<file path="src/rtl/jstepper.sv">
// Four-phase control-timing generator: per-step enable/set strobes, a one-hot
// step vector and an end-of-instruction pulse for the register/enabler stages.
module jstepper #(
  parameter int N_STEPS = 6
) (
  input  logic               clk,
  input  logic               reset,
  input  logic               run,
  input  logic               restart,
  output logic [N_STEPS-1:0] step,
  output logic [1:0]         phase,
  output logic               clke,
  output logic               clks,
  output logic               done,
  output logic               dbg_state
);

  typedef enum logic [0:0] {
    IDLE = 1'b0,
    RUN  = 1'b1
  } state_t;

  localparam logic [N_STEPS-1:0] STEP_FIRST = {{(N_STEPS-1){1'b0}}, 1'b1};
  localparam logic [1:0]         PH_LAST    = 2'd3;

  state_t             state_q, state_d;
  logic [1:0]         phase_q, phase_d;
  logic [N_STEPS-1:0] step_q, step_d;
  logic               clke_q, clks_q;
  logic               step_ok;
  logic               last_step;

  assign step_ok   = $onehot(step_q);
  // An early restart only counts in phase 3; otherwise the last step is the top bit.
  assign last_step = step_q[N_STEPS-1] | restart;

  always_comb begin
    state_d = state_q;
    phase_d = phase_q;
    step_d  = step_q;
    case (state_q)
      IDLE: begin
        phase_d = 2'd0;
        step_d  = '0;
        if (run) begin
          state_d = RUN;
          step_d  = STEP_FIRST;
        end
      end
      RUN: begin
        if (!step_ok) begin
          state_d = IDLE;
          phase_d = 2'd0;
          step_d  = '0;
        end else if (phase_q != PH_LAST) begin
          phase_d = phase_q + 2'd1;
        end else if (last_step) begin
          phase_d = 2'd0;
          if (run) begin
            step_d = STEP_FIRST;
          end else begin
            state_d = IDLE;
            step_d  = '0;
          end
        end else begin
          phase_d = 2'd0;
          step_d  = {step_q[N_STEPS-2:0], 1'b0};
        end
      end
      default: begin
        state_d = IDLE;
        phase_d = 2'd0;
        step_d  = '0;
      end
    endcase
  end

  // Strobes are registered from the next-state so they come straight off flops.
  always_ff @(posedge clk) begin
    if (reset) begin
      state_q <= IDLE;
      phase_q <= 2'd0;
      step_q  <= '0;
      clke_q  <= 1'b0;
      clks_q  <= 1'b0;
    end else begin
      state_q <= state_d;
      phase_q <= phase_d;
      step_q  <= step_d;
      clke_q  <= (state_d == RUN) && (phase_d != PH_LAST);
      clks_q  <= (state_d == RUN) && (phase_d == 2'd1);
    end
  end

  // done is a one-cycle valid pulse with no ready: the consumer must take it in
  // the cycle it is high. It is the only output with an input term (restart).
  assign done      = (state_q == RUN) && step_ok && (phase_q == PH_LAST) && last_step;
  assign step      = step_q;
  assign phase     = phase_q;
  assign clke      = clke_q;
  assign clks      = clks_q;
  assign dbg_state = (state_q == RUN);

endmodule
</file>
<file path="config.mk">
export PLATFORM = sky130hd
export DESIGN_NAME = jstepper
export DESIGN_NICKNAME = d
export VERILOG_FILES = /design/src/rtl/jstepper.sv
export SDC_FILE = /design/constraint.sdc
export NUM_CORES = 1
export LEC_CHECK = 0
export ABC_AREA = 0
export ABC_CLOCK_PERIOD_IN_PS = 4300
export CAP_MARGIN = 20
export CORE_MARGIN = 5
export CORE_UTILIZATION = 46
export CTS_BUF_LIST = sky130_fd_sc_hd__clkbuf_16
export DETAILED_ROUTE_END_ITERATION = 10
export PLACE_DENSITY_LB_ADDON = 0.15
export SLEW_MARGIN = 20
export SYNTH_ARGS = -nofsm -noshare
export SYNTH_HDL_FRONTEND = slang
export SYNTH_SLANG_ARGS = --single-unit
</file>
<file path="constraint.sdc">
create_clock -name clk -period 4.3 [get_ports clk]
set_input_delay 0.86 -clock clk [delete_from_list [all_inputs] [get_ports clk]]
set_output_delay 0.86 -clock clk [all_outputs]
set_load 0.05 [all_outputs]
</file>
==> flow_metrics.py, run 1 <==
metrics = {
    "routing": {
        "wl_um": 1220,
        "drc": 0,
        "firstDrtPassIters": 4,
        "routedWlPerCell_um": 12.7,
        "post_drt_via_cell_ratio": 5.17,
        "drt-initial-drc-count": 10,
        "num_vias": 496,
        "detail-route-antenna-nets": 0,
    },
    "cts": {
        "cts_tree": "built",
        "hold_buffers": 0,
        "cts.path.max_buffers": 2,
        "cts_num_sinks": 11,
        "post_cts_resized": 0,
        "htreeDepth": 1,
        "path_clk_slew_ns": 0.04,
        "cts_root_buf": "clkbuf_16",
        "numCtsBuffers": 3,
        "clk_latency_ns": 0.24,
        "post_cts_buffers": 0,
    },
    "logic_synthesis": {
        "synth_top_area_cell": "dfxtp_1",
        "ys_seq_area_frac": 0.353,
        "synth_top_area_share": 0.353,
        "synth.most_common_cell": "dfxtp_1",
        "synth.avg_cell_area_um2": 9.74,
        "ys.flop_type": "dfxtp_1",
        "synth_nets": 73,
        "synth_cell_types": 27,
        "synthCells": 64,
        "synthArstFlopShare": 0,
        "synth_edf_count": 0,
        "synth_seq_cells": 11,
        "netlist_top_cells_area": "dfxtp_1 (35%), fa_1 (9.6%), inv_1 (6.0%)",
        "synth_common_cells": "dfxtp_1 (11), inv_1 (10), nor2_1 (7)",
        "netlist_area_um2": 623,
        "ys_warn_count": 0,
    },
    "worst_setup_path": {
        "path_class": "flop to output pin",
        "crit_start": "step[0]",
        "endpoint_kind": "output pin",
        "start_kind": "flop",
        "reg2reg_slack_ns": 1.33,
        "arrival_ns": 3.06,
        "path_max_fanout": 7,
        "worstPathRequired_ns": 3.44,
        "r2r_start": "step[0]",
    },
    "sta": {
        "clock_skew_ns": 0.00196,
        "setup_violations": 0,
        "hold_violations": 0,
        "finalCritPeriodShare": 0.912,
        "fin_hold_ws_ns": 0.513,
        "setup_tns_ns": 0,
        "report.final.slew_viol_count": 0,
        "fmax_ghz": 0.255,
        "worst_slew_pin_slew_ns": 0.588,
        "maxSlewHeadroom": 0.608,
        "rsz0062_at_grt": "false",
        "period_needed_ns": 3.92,
    },
    "placement": {
        "place.gp.congestion": 0.732,
        "io_buffers": 15,
        "hpwl_um": 948,
    },
    "run": {
        "maxCapViolations": 0,
    },
    "finish": {
        "n_fill_cell": 105,
        "diodes": 0,
        "drive_gt1_frac": 0.148,
        "nets": 91,
        "area_growth_pct": 38.8,
    },
    "status": {
        "outcome": "complete, no violations",
    },
    "die": {
        "die-area_mm2": 0.00219,
        "die_h_um": 46.8,
        "coreArea_mm2": 0.00128,
        "chipWidth_um": 46.8,
        "rows": 13,
        "ios": 16,
        "initial_core_util": 0.485,
    },
    "power": {
        "cellPowerDensity_mw_per_mm2": 349,
        "ir_drop_mv": 0.225,
        "leakagePower_nw": 0.353,
    },
    "grt": {
        "gr-total-overflow": 0,
        "grt_max_degree": 18,
        "track_usage": 0.134,
        "grt_pass1_wl_um": 1990,
        "antenna_found_initial": 0,
        "grt_pass1_vias": 483,
    },
    "worst_hold_path": {
        "worstHoldPathType": "flop to flop",
        "worstHoldStart": "step[4]",
    },
}
-- critical path, cell delays in order (launching register included) --
cell,delay [ns]
dfxtp_1,0.36
inv_1,0.08
fa_1,0.49
fa_1,0.49
inv_1,0.04
ha_1,0.19
fa_1,0.43
and4bb_4,0.38
and3b_1,0.23
buf_12,0.15
-- per-stage QoR --
step           total power, mW  area [um2]  cells  setup slack (ns)   util
2_1_floorplan            0.126         623     64             0.234      -
3_3_place_gp             0.136         786     92             0.668  0.611
3_5_place_dp             0.136         786     92             0.617  0.611
4_1_cts                  0.305         865     96             0.366  0.673
5_1_grt                  0.310         865     96             0.237  0.673
6_report                 0.302         865     96             0.380  0.673
-- cell families (layout without fill, tap and decap cells) --
group,Yosys count,count (layout),share of synthesized area
adders and majority gates,5,5,0.137
AOI/OAI and AO/OA,13,13,0.145
and+or+nand+nor,22,22,0.255
DFF,11,11,0.353
muxes,1,1,0.0241
buffers and inverters,12,29,0.0863
-- cells in the final DEF, fill, tap and decap left out --
cell type / n
nand2b_1: 2
nand3_1: 1
clkdlybuf4s50_1: 14
buf_12: 1
inv_1: 11
clkbuf_16: 3
nor3_2: 1
mux2_4: 1
and3b_1: 1
and2b_1: 4
o32ai_2: 1
a31oi_1: 4
nor4_4: 1
nand2_2: 1
nor2_1: 7
a21oi_2: 1
nand2b_2: 1
o21ai_0: 2
fa_1: 3
a21boi_1: 1
nor3b_1: 1
nor2b_1: 1
dfxtp_1: 11
ha_1: 2
and4bb_4: 1
o21a_1: 1
o21ai_1: 1
a21oi_1: 2
-- flip-flops by register name, indices dropped and copies added (netlist names) --
register / cells
dbg_state: 1
clke: 1
phase: 2
clks: 1
step: 6
-- cell type report --
class                   instances  area, um2  area share
clock buffers                   3       75.1      0.0868
clock inverters                 1       3.75     0.00434
inverters                      10       37.5      0.0434
multi-input cells              41        349       0.404
flip-flops and latches         11        220       0.255
well taps                      15       18.8      0.0217
repair buffers                 15        160       0.185
-- report_power, final --
part	internal, mW	switching (mW)	total [mW]
clock	0.122	0.0457	0.168
combinational	0.0117	0.0158	0.0275
sequential	0.105	0.00194	0.107
total	0.239	0.0635	0.302
-- layer usage --
| metal | up-vias | share of wire | global-route usage |
|---|---|---|---|
| met5 | - | 0 | 0 |
| met4 | 0 | 0.0082 | 0.0497 |
| met3 | 2 | 0.080 | 0.0536 |
| met2 | 17 | 0.50 | 0.230 |
| met1 | 231 | 0.41 | 0.148 |
| li1 | 246 | - | - |
-- final timing paths --
| path | depth (start not counted) | to |
|---|---|---|
| worst max-delay path | 9 | done |
| worst min-delay path | 2 | step[5] |
| worst max register to register | 9 | clke |
| worst min register to register | 2 | step[5] |
Power figures use the tool's default switching activity.
==> run 2, diff against run 1 <==
- CORE_MARGIN: 5 -> default
- GPL_ROUTABILITY_DRIVEN: default -> 0
==> run 2 against run 1 <==
Effect of this change:
- maximum frequency rose by 0.48%
- power decreased by 0.81%
- sequential cell count unchanged
- routed wire length rose by 0.74%
- register-to-register slack about the same
- via count decreased by 1.2%
- critical path depth is the same
- largest cell class unchanged
- largest power group unchanged
==> flow_metrics.py, run 2 (synthesized netlist as in run 1, its figures left out) <==
metrics = {
    "finish": {
        "final_common_cell": "clkdlybuf4s50_1",
        "fin_cells": 95,
        "final_cell_mix": "clkdlybuf4s50_1 (14), inv_1 (11), dfxtp_1 (11), nor2_1 (7)",
        "utilization": 0.728,
        "nets": 91,
        "largest_reg_flops": 6,
        "n_fill_cell": 103,
        "drive_gt1_frac": 0.148,
        "diodes": 0,
        "area_growth_pct": 38.6,
        "fin_area_um2": 863,
    },
    "sta": {
        "fmax_ghz": 0.256,
        "setup_tns_ns": 0,
        "layout_setup_ws_ns": 0.399,
        "finalCritPeriodShare": 0.907,
        "report.final.slew_viol_count": 0,
        "maxSlewHeadroom": 0.618,
        "rsz0062_at_grt": "false",
        "fin_hold_ws_ns": 0.508,
        "worst_slew_pin_slew_ns": 0.573,
        "hold_violations": 0,
        "clock_skew_ns": 0.00123,
        "period_needed_ns": 3.90,
        "setup_violations": 0,
    },
    "placement": {
        "place_worst_setup_slack_ns": 0.611,
        "hpwl_um": 891,
        "placed_area_um2": 785,
        "dpl.cell_count": 91,
        "io_buffers": 15,
    },
    "routing": {
        "routedWlPerCell_um": 12.9,
        "detail-route-antenna-nets": 0,
        "firstDrtPassIters": 4,
        "drt-initial-drc-count": 3,
        "post_drt_via_cell_ratio": 5.16,
        "drc": 0,
        "wl_um": 1230,
        "num_vias": 490,
    },
    "die": {
        "die_h_um": 38.8,
        "chipWidth_um": 38.8,
        "ios": 16,
        "coreArea_mm2": 0.00119,
        "initial_core_util": 0.525,
        "die-area_mm2": 0.00151,
        "rows": 12,
    },
    "worst_setup_path": {
        "start_kind": "flop",
        "cp_common_cell": "fa_1",
        "cpPeakStageDelay_ns": 0.49,
        "endpoint_kind": "output pin",
        "path_class": "flop to output pin",
        "arrival_ns": 3.04,
        "worstPathRequired_ns": 3.44,
        "path_max_fanout": 7,
        "cp_slowest_cell": "fa_1",
        "path_cells": "inv_1, fa_1, fa_1, inv_1, ha_1, fa_1, and4bb_4, and3b_1, buf_12",
    },
    "power": {
        "leakagePower_nw": 0.353,
        "ir_drop_mv": 0.418,
        "comb_power_share": 0.092,
        "p_sw_mw": 0.0612,
        "p_total_mw": 0.300,
        "cellPowerDensity_mw_per_mm2": 347,
        "p_seq_frac": 0.356,
        "swShare": 0.204,
        "intPower_mw": 0.238,
        "clkPwrFrac": 0.552,
    },
    "cts": {
        "numCtsBuffers": 3,
        "hold_buffers": 0,
        "cts_root_buf": "clkbuf_16",
        "htreeDepth": 1,
        "post_cts_resized": 0,
        "cts_num_sinks": 11,
        "post_cts_buffers": 0,
        "path_clk_slew_ns": 0.04,
        "cts_tree": "built",
        "clk_latency_ns": 0.23,
        "cts.path.max_buffers": 2,
    },
    "worst_hold_path": {
        "worstHoldPathType": "flop to flop",
    },
    "grt": {
        "track_usage": 0.195,
        "gr-total-overflow": 0,
        "antenna_found_initial": 0,
        "grt_pass1_vias": 462,
        "grt_max_degree": 18,
        "grt_pass1_wl_um": 1910,
    },
    "status": {
        "outcome": "complete, no violations",
    },
    "run": {
        "maxCapViolations": 0,
    },
}
==> run 2: cell counts in the layout (fill, tap and decap cells not counted) <==
Identical to the previous run, type by type.
==> run 2: path summary, 6_finish.rpt <==
check / start / to / slack, ns / cells past startpoint
worst max-delay path: step[0] / done / 0.40 / 9
worst min-delay path: step[4] / step[5] / 0.51 / 2
worst max register to register: step[0] / clke / 1.34 / 9
worst min register to register: step[4] / step[5] / 0.51 / 2
==> run 2: layer usage <==
layer	global-route usage	vias to the layer above	part of all wire
li1	-	247	-
met1	0.199	231	0.44
met2	0.342	10	0.52
met3	0.0867	2	0.033
met4	0.0776	0	0.0090
met5	0	-	0
==> run 2: worst max-delay path, delay by kind of cell (launching register included) <==
| family | cells | cell delay [ns] |
|---|---|---|
| AND/OR/NAND/NOR | 2 | 0.60 |
| adder cells (fa/ha/maj) | 4 | 1.59 |
| flip-flops | 1 | 0.35 |
| buffers and inverters | 3 | 0.25 |
==> run 2: power by group through the flow <==
stage	clock, mW	sequential (mW)	combinational (mW)
final	0.165	0.107	0.0277
after global routing	0.174	0.107	0.0292
after CTS	0.170	0.107	0.0278
after detailed placement	0	0.108	0.0277
after global placement	0	0.108	0.0273
after floorplan	0	0.116	0.0102
==> run 2: cell type report <==
type                    instances  area [um2]  share of cell area
multi-input cells              41         349               0.404
repair buffers                 15         160               0.186
clock buffers                   3        75.1              0.0870
inverters                      10        37.5              0.0435
well taps                      14        17.5              0.0203
clock inverters                 1        3.75             0.00435
flip-flops and latches         11         220               0.255
==> run 3, diff against run 2 <==
- ABC_CLOCK_PERIOD_IN_PS: 4300 -> 5000
- CELL_PAD_IN_SITES_DETAIL_PLACEMENT: default -> 1
- CELL_PAD_IN_SITES_GLOBAL_PLACEMENT: default -> 2
- CORE_UTILIZATION: 46 -> 30
- clock period: 4.3 -> 5 ns (I/O delays scaled with it)
==> run 3 against run 2 <==
Effect of this change:
- sequential share of layout area shrank 0.18 points
- count of clock-buffer cells in the layout is the same
- clock skew grew 0.0017 ns
- combinational power shrank 14%
- critical path type unchanged
- first-iteration DRC count shrank 100%
- global-route usage shrank 5.9 points
- largest cell class unchanged
==> flow_metrics.py, run 3 (synthesized netlist as in run 1, its figures left out) <==
metrics = {
    "status": {
        "outcome": "complete, no violations",
    },
    "die": {
        "die_h_um": 47.6,
        "ios": 16,
        "coreArea_mm2": 0.00196,
        "initial_core_util": 0.318,
        "die-area_mm2": 0.00226,
        "chipWidth_um": 47.6,
        "rows": 16,
    },
    "finish": {
        "diodes": 0,
        "multi_input_area_um2": 349,
        "final_cell_mix": "clkdlybuf4s50_1 (15), inv_1 (11), dfxtp_1 (11), nor2_1 (7)",
        "drive_gt1_frac": 0.136,
        "fin_area_um2": 870,
        "largest_reg_flops": 6,
        "seq_area_um2": 220,
        "final_common_cell": "clkdlybuf4s50_1",
        "nets": 91,
        "n_fill_cell": 237,
        "area_growth_pct": 39.6,
    },
    "power": {
        "leakagePower_nw": 0.348,
        "ir_drop_mv": 0.231,
        "p_total_mw": 0.258,
        "cellPowerDensity_mw_per_mm2": 297,
    },
    "routing": {
        "num_vias": 487,
        "post_drt_via_cell_ratio": 4.51,
        "routedWlPerCell_um": 12.1,
        "drc": 0,
        "wl_um": 1310,
        "firstDrtPassIters": 1,
        "drt-initial-drc-count": 0,
        "detail-route-antenna-nets": 0,
    },
    "sta": {
        "worst_slew_pin_slew_ns": 0.625,
        "setup_violations": 0,
        "setup_tns_ns": 0,
        "report.final.slew_viol_count": 0,
        "clock_skew_ns": 0.00293,
        "rsz0062_at_grt": "false",
        "maxSlewHeadroom": 0.583,
        "fmax_ghz": 0.214,
        "hold_violations": 0,
        "finalCritPeriodShare": 0.932,
        "period_needed_ns": 4.66,
        "fin_hold_ws_ns": 0.529,
    },
    "cts": {
        "clk_latency_ns": 0.23,
        "post_cts_resized": 0,
        "cts.path.max_buffers": 2,
        "numCtsBuffers": 3,
        "htreeDepth": 1,
        "path_clk_slew_ns": 0.04,
        "cts_num_sinks": 11,
        "post_cts_buffers": 0,
        "hold_buffers": 0,
        "cts_tree": "built",
        "cts_root_buf": "clkbuf_16",
    },
    "grt": {
        "track_usage": 0.137,
        "grt_pass1_wl_um": 2100,
        "gr-total-overflow": 0,
        "grt_max_degree": 18,
        "grt_pass1_vias": 470,
        "antenna_found_initial": 0,
    },
    "run": {
        "maxCapViolations": 0,
    },
    "worst_hold_path": {
        "worstHoldPathType": "flop to flop",
    },
    "placement": {
        "hpwl_um": 995,
        "placed_area_um2": 791,
        "io_buffers": 15,
    },
    "worst_setup_path": {
        "start_kind": "flop",
        "arrival_ns": 3.66,
        "path_class": "flop to output pin",
        "endpoint_kind": "output pin",
        "worstPathRequired_ns": 4.00,
        "path_max_fanout": 7,
    },
}
==> run 3: changes by cell type in the layout (fill, tap and decap cells not counted) <==
cell             change
buf_12               -1
clkdlybuf4s50_1      +1
==> run 3: final cells by class <==
cell class | instances | area share
Inverter | 10 | 0.0432
Multi-Input combinational cell | 41 | 0.401
Sequential cell | 11 | 0.253
Clock inverter | 1 | 0.00432
Timing Repair Buffer | 15 | 0.173
Clock buffer | 3 | 0.0863
Tap cell | 27 | 0.0388
==> run 3: critical path, stage by stage (launching register included) <==
cell,delay [ns]
dfxtp_1,0.38
inv_1,0.08
fa_1,0.49
fa_1,0.49
inv_1,0.05
ha_1,0.18
fa_1,0.41
and4bb_4,0.38
and3b_1,0.17
clkdlybuf4s50_1,0.79
==> run 3: path summary, 6_finish.rpt <==
kind	startpoint	end	slack [ns]	depth (start not counted)
worst max-delay path	step[0]	done	0.34	9
worst min-delay path	step[4]	step[5]	0.53	2
worst max register to register	step[0]	clke	2.02	9
worst min register to register	step[4]	step[5]	0.53	2
==> run 3: metal layers <==
metal / vias to the layer above / wire length [um] / GRT usage
met4: 0 / 11 / 0.0500
met3: 2 / 40 / 0.0340
li1: 246 / - / -
met5: - / 0 / 0
met1: 231 / 660 / 0.175
met2: 8 / 593 / 0.222
==> run 3: through the flow <==
| step | util | instances | setup slack (ns) |
|---|---|---|---|
| floorplan | - | 64 | 0.794 |
| global placement | 0.403 | 104 | 0.591 |
| detailed placement | 0.403 | 104 | 0.567 |
| CTS | 0.443 | 108 | 0.315 |
| global route | 0.443 | 108 | 0.142 |
| finish | 0.443 | 108 | 0.338 |
==> run 3: power breakdown <==
group          leakage, nW  internal (mW)  total, mW  switching (mW)
Sequential          0.0894         0.0900     0.0919         0.00182
Clock               0.0423          0.105      0.143          0.0378
Combinational        0.216         0.0101     0.0237          0.0136
Total                0.348          0.205      0.258          0.0532
